[config.mk]
export PLATFORM = sky130hd
export DESIGN_NAME = snow64_scalar_access_arbiter_flat
export DESIGN_NICKNAME = d
export VERILOG_FILES = /design/src/rtl/snow64_scalar_access_arbiter_if.sv /design/src/rtl/snow64_scalar_access_arbiter.sv /design/src/flat_wrapper.sv
export SDC_FILE = /design/constraint.sdc
export NUM_CORES = 2
export LEC_CHECK = 0
export BUFFER_PORTS_ARGS = -buffer_cell sky130_fd_sc_hd__buf_2
export CAP_MARGIN = 5
export CORE_MARGIN = 4
export CORE_UTILIZATION = 50
export CTS_BUF_LIST = sky130_fd_sc_hd__clkbuf_4
export CTS_CLUSTER_SIZE = 25
export DETAILED_ROUTE_END_ITERATION = 8
export PLACE_DENSITY = 0.67
export SETUP_SLACK_MARGIN = 0.3
export SLEW_MARGIN = 20
export SYNTH_ARGS = -nofsm -noshare
export SYNTH_HDL_FRONTEND = slang
export SYNTH_SLANG_ARGS = --single-unit
export TNS_END_PERCENT = 50
[constraint.sdc]
create_clock -name clk -period 3.4 [get_ports clk]
set_input_delay 0.34 -clock clk [delete_from_list [all_inputs] [get_ports clk]]
set_output_delay 0.34 -clock clk [all_outputs]
set_load 0.01 [all_outputs]
[src/rtl/snow64_scalar_access_arbiter_if.sv]
// ----------------------------------------------------------------------------
// snow64_scalar_access_arbiter_if
//
// Bundles the two-requester scalar request bus, the response channel and the
// line-fill port of snow64_scalar_access_arbiter.
//
// Handshake semantics (all channels): a transfer happens on a rising clk edge
// where valid and ready are both high. A source keeps valid and its payload
// stable until that edge; ready may depend combinationally on valid.
//
// Signals
//   req_valid[i] / req_ready[i]   per-requester request handshake
//   req_is_write[i]               1 = read-modify-write (swap), 0 = read
//   req_line_idx[i]               target line
//   req_data_type[i]              0 uint, 1 sint, 2 BFloat16, 3 reserved
//   req_int_type_size[i]          0 8b, 1 16b, 2 32b, 3 64b
//   req_data_offset[i]            byte offset within the line
//   req_wr_data[i]                scalar to inject (low element bits used)
//   resp_valid / resp_ready       response handshake
//   resp_who / resp_data          answered requester, old element value
//   fill_valid / fill_ready       whole-line write handshake
//   fill_line_idx / fill_data     line to fill and its contents
//
// Modports: master = requester side (scalar units / bench),
//           slave  = arbiter side.
// ----------------------------------------------------------------------------
interface snow64_scalar_access_arbiter_if #(
    parameter int NUM_LINES    = 4,
    parameter int LINE_WIDTH   = 256,
    parameter int SCALAR_WIDTH = 64
) ();
    localparam int IDX_W = $clog2(NUM_LINES);
    localparam int OFF_W = $clog2(LINE_WIDTH / 8);

    logic [1:0]                   req_valid;
    logic [1:0]                   req_ready;
    logic [1:0]                   req_is_write;
    logic [1:0][IDX_W-1:0]        req_line_idx;
    logic [1:0][1:0]              req_data_type;
    logic [1:0][1:0]              req_int_type_size;
    logic [1:0][OFF_W-1:0]        req_data_offset;
    logic [1:0][SCALAR_WIDTH-1:0] req_wr_data;

    logic                         resp_valid;
    logic                         resp_ready;
    logic                         resp_who;
    logic [SCALAR_WIDTH-1:0]      resp_data;

    logic                         fill_valid;
    logic                         fill_ready;
    logic [IDX_W-1:0]             fill_line_idx;
    logic [LINE_WIDTH-1:0]        fill_data;

    modport master (
        output req_valid, req_is_write, req_line_idx, req_data_type,
               req_int_type_size, req_data_offset, req_wr_data,
               resp_ready, fill_valid, fill_line_idx, fill_data,
        input  req_ready, resp_valid, resp_who, resp_data, fill_ready
    );

    modport slave (
        input  req_valid, req_is_write, req_line_idx, req_data_type,
               req_int_type_size, req_data_offset, req_wr_data,
               resp_ready, fill_valid, fill_line_idx, fill_data,
        output req_ready, resp_valid, resp_who, resp_data, fill_ready
    );
endinterface

[src/rtl/snow64_scalar_access_arbiter.sv]
// ----------------------------------------------------------------------------
// snow64_scalar_access_arbiter
//
// Shares a small LAR-data line store between two scalar requesters. Each
// granted request goes through one extract/inject datapath: the old element
// is always returned, and a write replaces it in place (swap semantics).
// A separate fill port writes whole lines and has priority over requests.
//
// Ports
//   clk        rising-edge clock
//   rst_n      asynchronous active-low reset (clears store, FSM, response)
//   bus        slave side of snow64_scalar_access_arbiter_if
//   dbg_state  current FSM state (0 IDLE, 1 ACCESS, 2 RESP)
//
// Flow: IDLE (fill or grant) -> ACCESS (extract/inject) -> RESP (hold until
// resp_ready) -> IDLE. One request in flight at a time.
// ----------------------------------------------------------------------------
module snow64_scalar_access_arbiter #(
    parameter int NUM_LINES    = 4,
    parameter int LINE_WIDTH   = 256,
    parameter int SCALAR_WIDTH = 64
) (
    input  logic                                clk,
    input  logic                                rst_n,
    snow64_scalar_access_arbiter_if.slave       bus,
    output logic [1:0]                          dbg_state
);
    localparam int IDX_W = $clog2(NUM_LINES);
    localparam int OFF_W = $clog2(LINE_WIDTH / 8);
    localparam int POS_W = OFF_W + 3;

    typedef enum logic [1:0] {
        IDLE   = 2'd0,
        ACCESS = 2'd1,
        RESP   = 2'd2
    } state_t;

    state_t state, next_state;

    logic                    rr_prio;
    logic                    grant;
    logic                    grant_who;

    logic [LINE_WIDTH-1:0]   lines [NUM_LINES];

    // Request fields captured at the grant edge.
    logic                    lat_who;
    logic                    lat_is_write;
    logic [IDX_W-1:0]        lat_line;
    logic [1:0]              lat_type;
    logic [1:0]              lat_size;
    logic [OFF_W-1:0]        lat_offset;
    logic [SCALAR_WIDTH-1:0] lat_wr_data;

    logic [SCALAR_WIDTH-1:0] resp_data_q;

    // Datapath signals
    logic [1:0]              size_code;
    logic [SCALAR_WIDTH-1:0] elem_mask;
    logic [OFF_W-1:0]        off_mask;
    logic [POS_W-1:0]        bit_pos;
    logic [LINE_WIDTH-1:0]   cur_line;
    logic [LINE_WIDTH-1:0]   wide_mask;
    logic [LINE_WIDTH-1:0]   wide_data;
    logic [SCALAR_WIDTH-1:0] old_elem;
    logic [LINE_WIDTH-1:0]   new_line;

    // ------------------------------------------------------------------
    // Next state, grants and fill acceptance
    // ------------------------------------------------------------------
    always_comb begin
        next_state     = state;
        bus.req_ready  = '0;
        bus.fill_ready = 1'b0;
        grant          = 1'b0;
        grant_who      = rr_prio;
        case (state)
            IDLE: begin
                bus.fill_ready = 1'b1;
                // A pending fill blocks every grant in this cycle.
                if (!bus.fill_valid) begin
                    if (bus.req_valid[rr_prio]) begin
                        grant     = 1'b1;
                        grant_who = rr_prio;
                    end else if (bus.req_valid[~rr_prio]) begin
                        grant     = 1'b1;
                        grant_who = ~rr_prio;
                    end
                end
                if (grant) begin
                    bus.req_ready[grant_who] = 1'b1;
                    next_state               = ACCESS;
                end
            end
            ACCESS:  next_state = RESP;
            RESP:    if (bus.resp_ready) next_state = IDLE;
            default: next_state = IDLE;
        endcase
    end

    // ------------------------------------------------------------------
    // Extract / inject datapath on the latched request
    // ------------------------------------------------------------------
    always_comb begin
        // BFloat16 is always a 16-bit element.
        size_code = (lat_type == 2'd2) ? 2'd1 : lat_size;
        case (size_code)
            2'd0: begin
                elem_mask = SCALAR_WIDTH'({8{1'b1}});
                off_mask  = OFF_W'(5'b11111);
            end
            2'd1: begin
                elem_mask = SCALAR_WIDTH'({16{1'b1}});
                off_mask  = OFF_W'(5'b11110);
            end
            2'd2: begin
                elem_mask = SCALAR_WIDTH'({32{1'b1}});
                off_mask  = OFF_W'(5'b11100);
            end
            default: begin
                elem_mask = '1;
                off_mask  = OFF_W'(5'b11000);
            end
        endcase
        // index * width == aligned byte offset * 8
        bit_pos   = {lat_offset & off_mask, 3'b000};
        cur_line  = lines[lat_line];
        wide_mask = LINE_WIDTH'(elem_mask) << bit_pos;
        wide_data = LINE_WIDTH'(lat_wr_data & elem_mask) << bit_pos;
        old_elem  = SCALAR_WIDTH'(cur_line >> bit_pos) & elem_mask;
        new_line  = (cur_line & ~wide_mask) | wide_data;
        // Reserved type: reads return zero, writes clear the whole line.
        if (lat_type == 2'd3) begin
            old_elem = '0;
            new_line = '0;
        end
    end

    // ------------------------------------------------------------------
    // Sequential state
    // ------------------------------------------------------------------
    always_ff @(posedge clk or negedge rst_n) begin
        if (!rst_n) begin
            state        <= IDLE;
            rr_prio      <= 1'b0;
            lat_who      <= 1'b0;
            lat_is_write <= 1'b0;
            lat_line     <= '0;
            lat_type     <= '0;
            lat_size     <= '0;
            lat_offset   <= '0;
            lat_wr_data  <= '0;
            resp_data_q  <= '0;
            for (int i = 0; i < NUM_LINES; i++) lines[i] <= '0;
        end else begin
            state <= next_state;
            if (state == IDLE && bus.fill_valid)
                lines[bus.fill_line_idx] <= bus.fill_data;
            if (grant) begin
                // Loser becomes preferred, even if it was not requesting.
                rr_prio      <= ~grant_who;
                lat_who      <= grant_who;
                lat_is_write <= bus.req_is_write[grant_who];
                lat_line     <= bus.req_line_idx[grant_who];
                lat_type     <= bus.req_data_type[grant_who];
                lat_size     <= bus.req_int_type_size[grant_who];
                lat_offset   <= bus.req_data_offset[grant_who];
                lat_wr_data  <= bus.req_wr_data[grant_who];
            end
            if (state == ACCESS) begin
                resp_data_q <= old_elem;
                if (lat_is_write) lines[lat_line] <= new_line;
            end
        end
    end

    assign bus.resp_valid = (state == RESP);
    assign bus.resp_who   = lat_who;
    assign bus.resp_data  = resp_data_q;
    assign dbg_state      = state;
endmodule

[src/flat_wrapper.sv]
// flat-port wrapper written by rule: the top's interface ports become plain ports
module snow64_scalar_access_arbiter_flat 
#(
    parameter int NUM_LINES    = 4,
    parameter int LINE_WIDTH   = 256,
    parameter int SCALAR_WIDTH = 64
)
  (clk, rst_n, dbg_state, bus_req_valid, bus_req_is_write, bus_req_line_idx, bus_req_data_type, bus_req_int_type_size, bus_req_data_offset, bus_req_wr_data, bus_resp_ready, bus_fill_valid, bus_fill_line_idx, bus_fill_data, bus_req_ready, bus_resp_valid, bus_resp_who, bus_resp_data, bus_fill_ready);
  snow64_scalar_access_arbiter_if #(.NUM_LINES(NUM_LINES), .LINE_WIDTH(LINE_WIDTH), .SCALAR_WIDTH(SCALAR_WIDTH)) bus_i ();
  input  logic clk;
  input  logic rst_n;
  output logic [1:0] dbg_state;
  input wire logic [$bits(bus_i.req_valid)-1:0] bus_req_valid;
  input wire logic [$bits(bus_i.req_is_write)-1:0] bus_req_is_write;
  input wire logic [$bits(bus_i.req_line_idx)-1:0] bus_req_line_idx;
  input wire logic [$bits(bus_i.req_data_type)-1:0] bus_req_data_type;
  input wire logic [$bits(bus_i.req_int_type_size)-1:0] bus_req_int_type_size;
  input wire logic [$bits(bus_i.req_data_offset)-1:0] bus_req_data_offset;
  input wire logic [$bits(bus_i.req_wr_data)-1:0] bus_req_wr_data;
  input wire logic [$bits(bus_i.resp_ready)-1:0] bus_resp_ready;
  input wire logic [$bits(bus_i.fill_valid)-1:0] bus_fill_valid;
  input wire logic [$bits(bus_i.fill_line_idx)-1:0] bus_fill_line_idx;
  input wire logic [$bits(bus_i.fill_data)-1:0] bus_fill_data;
  output wire logic [$bits(bus_i.req_ready)-1:0] bus_req_ready;
  output wire logic [$bits(bus_i.resp_valid)-1:0] bus_resp_valid;
  output wire logic [$bits(bus_i.resp_who)-1:0] bus_resp_who;
  output wire logic [$bits(bus_i.resp_data)-1:0] bus_resp_data;
  output wire logic [$bits(bus_i.fill_ready)-1:0] bus_fill_ready;
  assign bus_i.req_valid = bus_req_valid;
  assign bus_i.req_is_write = bus_req_is_write;
  assign bus_i.req_line_idx = bus_req_line_idx;
  assign bus_i.req_data_type = bus_req_data_type;
  assign bus_i.req_int_type_size = bus_req_int_type_size;
  assign bus_i.req_data_offset = bus_req_data_offset;
  assign bus_i.req_wr_data = bus_req_wr_data;
  assign bus_i.resp_ready = bus_resp_ready;
  assign bus_i.fill_valid = bus_fill_valid;
  assign bus_i.fill_line_idx = bus_fill_line_idx;
  assign bus_i.fill_data = bus_fill_data;
  assign bus_req_ready = bus_i.req_ready;
  assign bus_resp_valid = bus_i.resp_valid;
  assign bus_resp_who = bus_i.resp_who;
  assign bus_resp_data = bus_i.resp_data;
  assign bus_fill_ready = bus_i.fill_ready;
  snow64_scalar_access_arbiter #(.NUM_LINES(NUM_LINES), .LINE_WIDTH(LINE_WIDTH), .SCALAR_WIDTH(SCALAR_WIDTH)) u_core (.clk(clk), .rst_n(rst_n), .bus(bus_i), .dbg_state(dbg_state));
endmodule
==> results.md, run 1 <==
* Status: did not finish
* Last stage: 5_1_grt
* First Err: [ERROR GRT-0116] Global routing finished with congestion. Check the congestion regions in the DRC Viewer.
* Total routing usage reported by global routing at 0.735
* CTS H-tree depth at 5
* Syn_area_per_cell at 9.58 um^2
* Synth Warn # at 0
* Number of buffers created by CTS at approximately 330
* Adder-Cell Fraction of Synth Area at 0
* RD Place Congestion at between 1 and 1.5
* Synth Area in XOR/XNOR at 0
* Cell Area, Synth at around 75000 um^2
* Synth cell count leaders: 1168 x dfrtp_1, 996 x nand2_1, 765 x a21oi_1
* Hpwl dp at around 340000 um
* First-pass GRT wire length at ~810000 um
* Port Buf Inserts at roughly 500
* Clock sinks at approximately 1200
* Cell variety after synth at 84
* Synthesized Nets at 8235
* Row count at between 100 and 150
* Synth Area in Simple Gates at 0.115
* Vias in the first global route at roughly 100k
* Clock tree buffer depth at 4
* Post-Place Worst Slack at -0.257 ns
* Most common cell in the netlist: dfrtp_1
* Post-Synthesis Cells at between 7000 and 8000
* EDFF count, synth at 0
* Share of synthesized flip-flops with an asynchronous set or reset at 1.00
* IO Pins at between 400 and 500
* Top cells by area, synth: dfrtp_1 39%, mux2i_1 9.4%, mux4_2 8.7%
* Post-synthesis compound-gate area fraction at 0.179
* Dominant synthesized flop cell: dfrtp_1
* Root Buffer Master: clkbuf_4
* Total congestion overflow at 9
* Largest net degree at the start of global routing at ~120
* Die width at just under 400 um
* Sequential area share after synthesis at 0.390
* Mux cell area share after synthesis at 0.268
* Chip Height at 395 um
* Placed insts at 10500
* Initial core utilization at 0.505
* Post-synthesis register bit count at between 1000 and 1500
* Cell taking the most area after synthesis: dfrtp_1
* Yosys top cell area share at 0.390
* Largest family of logic cells by synthesized area: multiplexers
-- routing by layer --
layer  GRT overflow  GRT usage
met1              1      0.760
met2              2      0.910
met3              2      0.542
met4              4      0.722
met5              0      0.240
-- metrics by stage --
step / hold slack (ns) / instance area, um^2
4_1_cts: 0.00256 / 100000
3_5_place_dp: 0.406 / 85800
3_3_place_gp: 0.403 / 85800
2_1_floorplan: 0.0444 / 74900
-- logic make-up after synthesis --
kind of cell	Yosys count
compound gates	2172
simple gates	2085
mux	1570
flops	1168
buf+inv	824
-- timing repair --
action	4_1_cts
gates cloned	8
buffers inserted	80
pin swaps	107
hold endpoints to repair	2270
setup endpoints to repair	200
hold buffers	833
gates resized for setup	290
==> inputs of run 2 (changes only) <==
- CORE_UTILIZATION: 50 -> 35
- CTS_BUF_LIST: sky130_fd_sc_hd__clkbuf_4 -> default
- CTS_CLUSTER_SIZE: 25 -> default
- PLACE_DENSITY: 0.67 -> default
- PLACE_DENSITY_LB_ADDON: default -> 0.15
- SETUP_SLACK_MARGIN: 0.3 -> default
==> run 2 against run 1 <==
Net effect: the flow now finishes, with violations (setup timing); synthesized cell count is the same; synthesized area is the same.
==> results.md, run 2 <==
* Crit-path cells: buf_12, buf_4, mux4_2, and2_0, a31o_1, a222oi_1, buf_4, a21oi_1, a221o_1, a22o_1
* Syn_area_per_cell at 9.58 um^2 (unchanged)
* Post-layout nets at 9503
* Clk_lat worst skew at roughly 0.85 ns
* Min Tclk post-route at approximately 3.5 ns
* Max_cap viols at 0
* Core Region at between 200000 and 250000 um^2
* Initial antenna violation count at 71
* Share of synthesized flip-flops with an asynchronous set or reset at 1.00 (unchanged)
* Largest family of logic cells by synthesized area: multiplexers (unchanged)
* CP startpoint kind: flip-flop
* Critical path's top delay family: compound AO/OA/AOI/OAI gates
* Area growth from synthesis to layout at 28.8%
* Yosys top cell area share at 0.390 (unchanged)
* Layout Cell Area excl Fill at 96400 um^2
* Total routing usage reported by global routing at 0.420
* Cell variety after synth at 84 (unchanged)
* EDFF count, synth at 0 (unchanged)
* Post-route ant nets at 0
* Detailed Route Iter0 Violations at ~10000
* Top cells by area, synth: dfrtp_1 39%, mux2i_1 9.4%, mux4_2 8.7% (unchanged)
* CTS H-tree depth at 4 (was 5)
* Most common cell after layout, fill and taps aside: dfrtp_1
* DR pass1 iterations at 9
* Post-Synthesis Cells at 7819 (unchanged)
* Final Hold Vio Count at 0
* Port Buf Inserts at 486 (unchanged)
* Clock Pin Slew Worst Setup and Hold Paths at around 0.070 ns
* Synth Area in Simple Gates at 0.115 (unchanged)
* FMAX at ~280 MHz
* Synth Warn # at 0 (unchanged)
* Worst Path Required at approximately 4.1 ns
* Post-Route WL at approximately 480000 um
* Dominant synthesized flop cell: dfrtp_1 (unchanged)
* Max FO, Critical Path at 13
* Synthesized Nets at 8235 (unchanged)
* Chip Height at 471 um (was 395 um)
* Post-DR vias/cell at between 6 and 7
* Most frequent cells in the layout: 1163 x dfrtp_1, 992 x nand2_1, 789 x buf_4
* Routed len/inst at between 30 and 40 um
* Worst-Margin Slew at roughly 1.1 ns
* Unrepaired setup endpoints after global routing: true
* Hpwl dp at 364000 um (was 336000 um)
* Internal power at between 60000 and 70000 uW
* Critical path endpoint category: flip-flop
* Die area at ~220000 um^2
* Maximum VDD drop at between 0.0006 and 0.0007 V
* DP Area at 86700 um^2 (was 85800 um^2)
* Post-Place Worst Slack at -0.562 ns (was -0.257 ns)
* Routed vias at between 70000 and 80000
* Design Power at approximately 130000 uW
* Clock sinks at 1168 (unchanged)
* Switch Pwr at a little under 70000 uW
* Worst hold path class: input pin to flip-flop
* Clock tree buffer depth at 3 (was 4)
* IO Pins at 487 (unchanged)
* Clock share of power at 0.127
* Most common cell in the netlist: dfrtp_1 (unchanged)
* CTS tree: done
* Worst Path Arrival at 4.28 ns
* Fin crit share at 1.04
* Total congestion overflow at 0
* Synth Area in XOR/XNOR at 0 (unchanged)
* Vias in the first global route at between 70000 and 80000
* Placed insts at 11300 (was 10500)
* Net Sw Frac at 0.530
* Post-synthesis compound-gate area fraction at 0.179 (unchanged)
* Synth cell count leaders: 1168 x dfrtp_1, 996 x nand2_1, 765 x a21oi_1 (unchanged)
* Crit Path Class: flip-flop to flip-flop
* Max transition margin at 0.269
* Number of buffers created by CTS at 148 (was 334)
* Initial core utilization at 0.352 (was 0.505)
* WP buf/inv at 3
* Largest net degree at the start of global routing at approximately 110
* Status: finished with violations (was did not finish)
* Mux cell area share after synthesis at 0.268 (unchanged)
* Max reg flops at ~1000
* Final core occ at 0.454
* Final Non-Filler Cells at between 10000 and 15000
* Layout cell share with drive strength beyond 1 at 0.286
* Residual DRC at 0
* Row count at 169 (was 141)
* Critical Path Max Stage Delay at 0.64 ns
* Failing checks: setup timing
* Most frequent CP cell: buf_4
* Root Buffer Master: clkbuf_16 (was clkbuf_4)
* Sequential area share after synthesis at 0.390 (unchanged)
* Cell taking the most area after synthesis: dfrtp_1 (unchanged)
* Register bank with the most flops: u_core.lines
* Adder-Cell Fraction of Synth Area at 0 (unchanged)
* Final setup fails at 19
* Post-synthesis register bit count at 1168 (unchanged)
* Comb pwr share at 0.669
* Worst Skew at between 0.03 and 0.04 ns
* First-pass GRT wire length at about 650000 um
* Pleak at between 0.04 and 0.05 uW
* Reg power frac at 0.204
* Pwr Density at about 1400 nW/um^2
* Slowest cell on crit path: a222oi_1
* Final Slew Violations at 0
* Cell Area, Synth at 74900 um^2 (unchanged)
* Final setup margin at -0.146 ns
* Die width at 471 um (was 395 um)
* RD Place Congestion at 1.06 (was 1.15)
==> run 2: cell counts after synthesis <==
No cell type changed its count.
==> run 2: logic make-up (layout without fill, tap and decap cells) <==
| kind of cell | after synthesis | in the layout |
|---|---|---|
| buffers and inverters | 824 | 2205 |
| AOI/OAI and AO/OA | 2172 | 2172 |
| other | 0 | 32 |
| DFF | 1168 | 1168 |
| muxes | 1570 | 1570 |
| and+or+nand+nor | 2085 | 2085 |
==> run 2: per-layer routing <==
metal	GRT usage	vias up	share of wire
li1	-	31500	-
met1	0.551	38800	0.40
met2	0.611	4594	0.42
met3	0.109	1067	0.094
met4	0.273	60	0.079
met5	0.00541	-	0.0011
==> run 2: worst paths after layout <==
check / startpoint / cells after the start / slack (ns) / end
worst min-delay path: bus_req_valid[0] / 3 / 0.13 / u_core.rr_prio
worst max-delay path: u_core.lat_line[1] / 10 / -0.15 / u_core.bus.resp_data[42]
worst min register to register: u_core.rr_prio / 1 / 0.50 / u_core.rr_prio
min in group asynchronous: rst_n / 2 / 0.22 / u_core.lines[831]
max in group asynchronous: rst_n / 3 / 1.78 / u_core.lines[701]
worst max register to register: u_core.lat_line[1] / 10 / -0.15 / u_core.bus.resp_data[42]
==> run 2: stage by stage <==
step	hold WS, ns	setup TNS, ns
after detailed placement	0.461	-2.56
after global placement	0.458	-4.96
after CTS	0.0872	-0.0874
final	0.133	-0.834
after global routing	0.110	-0.167
after floorplan	0.0444	0
==> run 2: area by class of cell <==
class | count | area, um^2
diodes | 32 | 80.1
inverters | 89 | 337
clock buffers | 210 | 4280
repair buffers | 1853 | 15800
multi-input cells | 5827 | 42400
well taps | 2821 | 3530
clock inverters | 53 | 731
flip-flops and latches | 1168 | 29200
fillers | 20500 | 116000
==> run 2: what timing repair did <==
item	CTS	global route
endpoints found under the hold margin	1128	0
buffers inserted	5	19
gates resized for setup	25	29
pin swaps	9	8
cloned	0	3
hold buffers	409	0
endpoints found under the setup margin	41	94
==> run 2: worst register-to-register path: stages, from the launching register on <==
cell and delay (ns):
dfrtp_4 0.54, buf_12 0.22, buf_4 0.19, mux4_2 0.50
and2_0 0.17, a31o_1 0.22, a222oi_1 0.64, buf_4 0.24
a21oi_1 0.06, a221o_1 0.44, a22o_1 0.25
==> run 2: power groups by stage <==
stage | Sequential (uW) | Combinational, uW | Clock [uW]
global route | 27100 | 88600 | 17400
floorplan | 23500 | 39400 | 0
CTS | 26400 | 83300 | 16800
finish | 26700 | 87600 | 16600
detailed placement | 26600 | 81800 | 0
global placement | 26400 | 81600 | 0
Note: power is estimated with default switching activity, not from simulation.
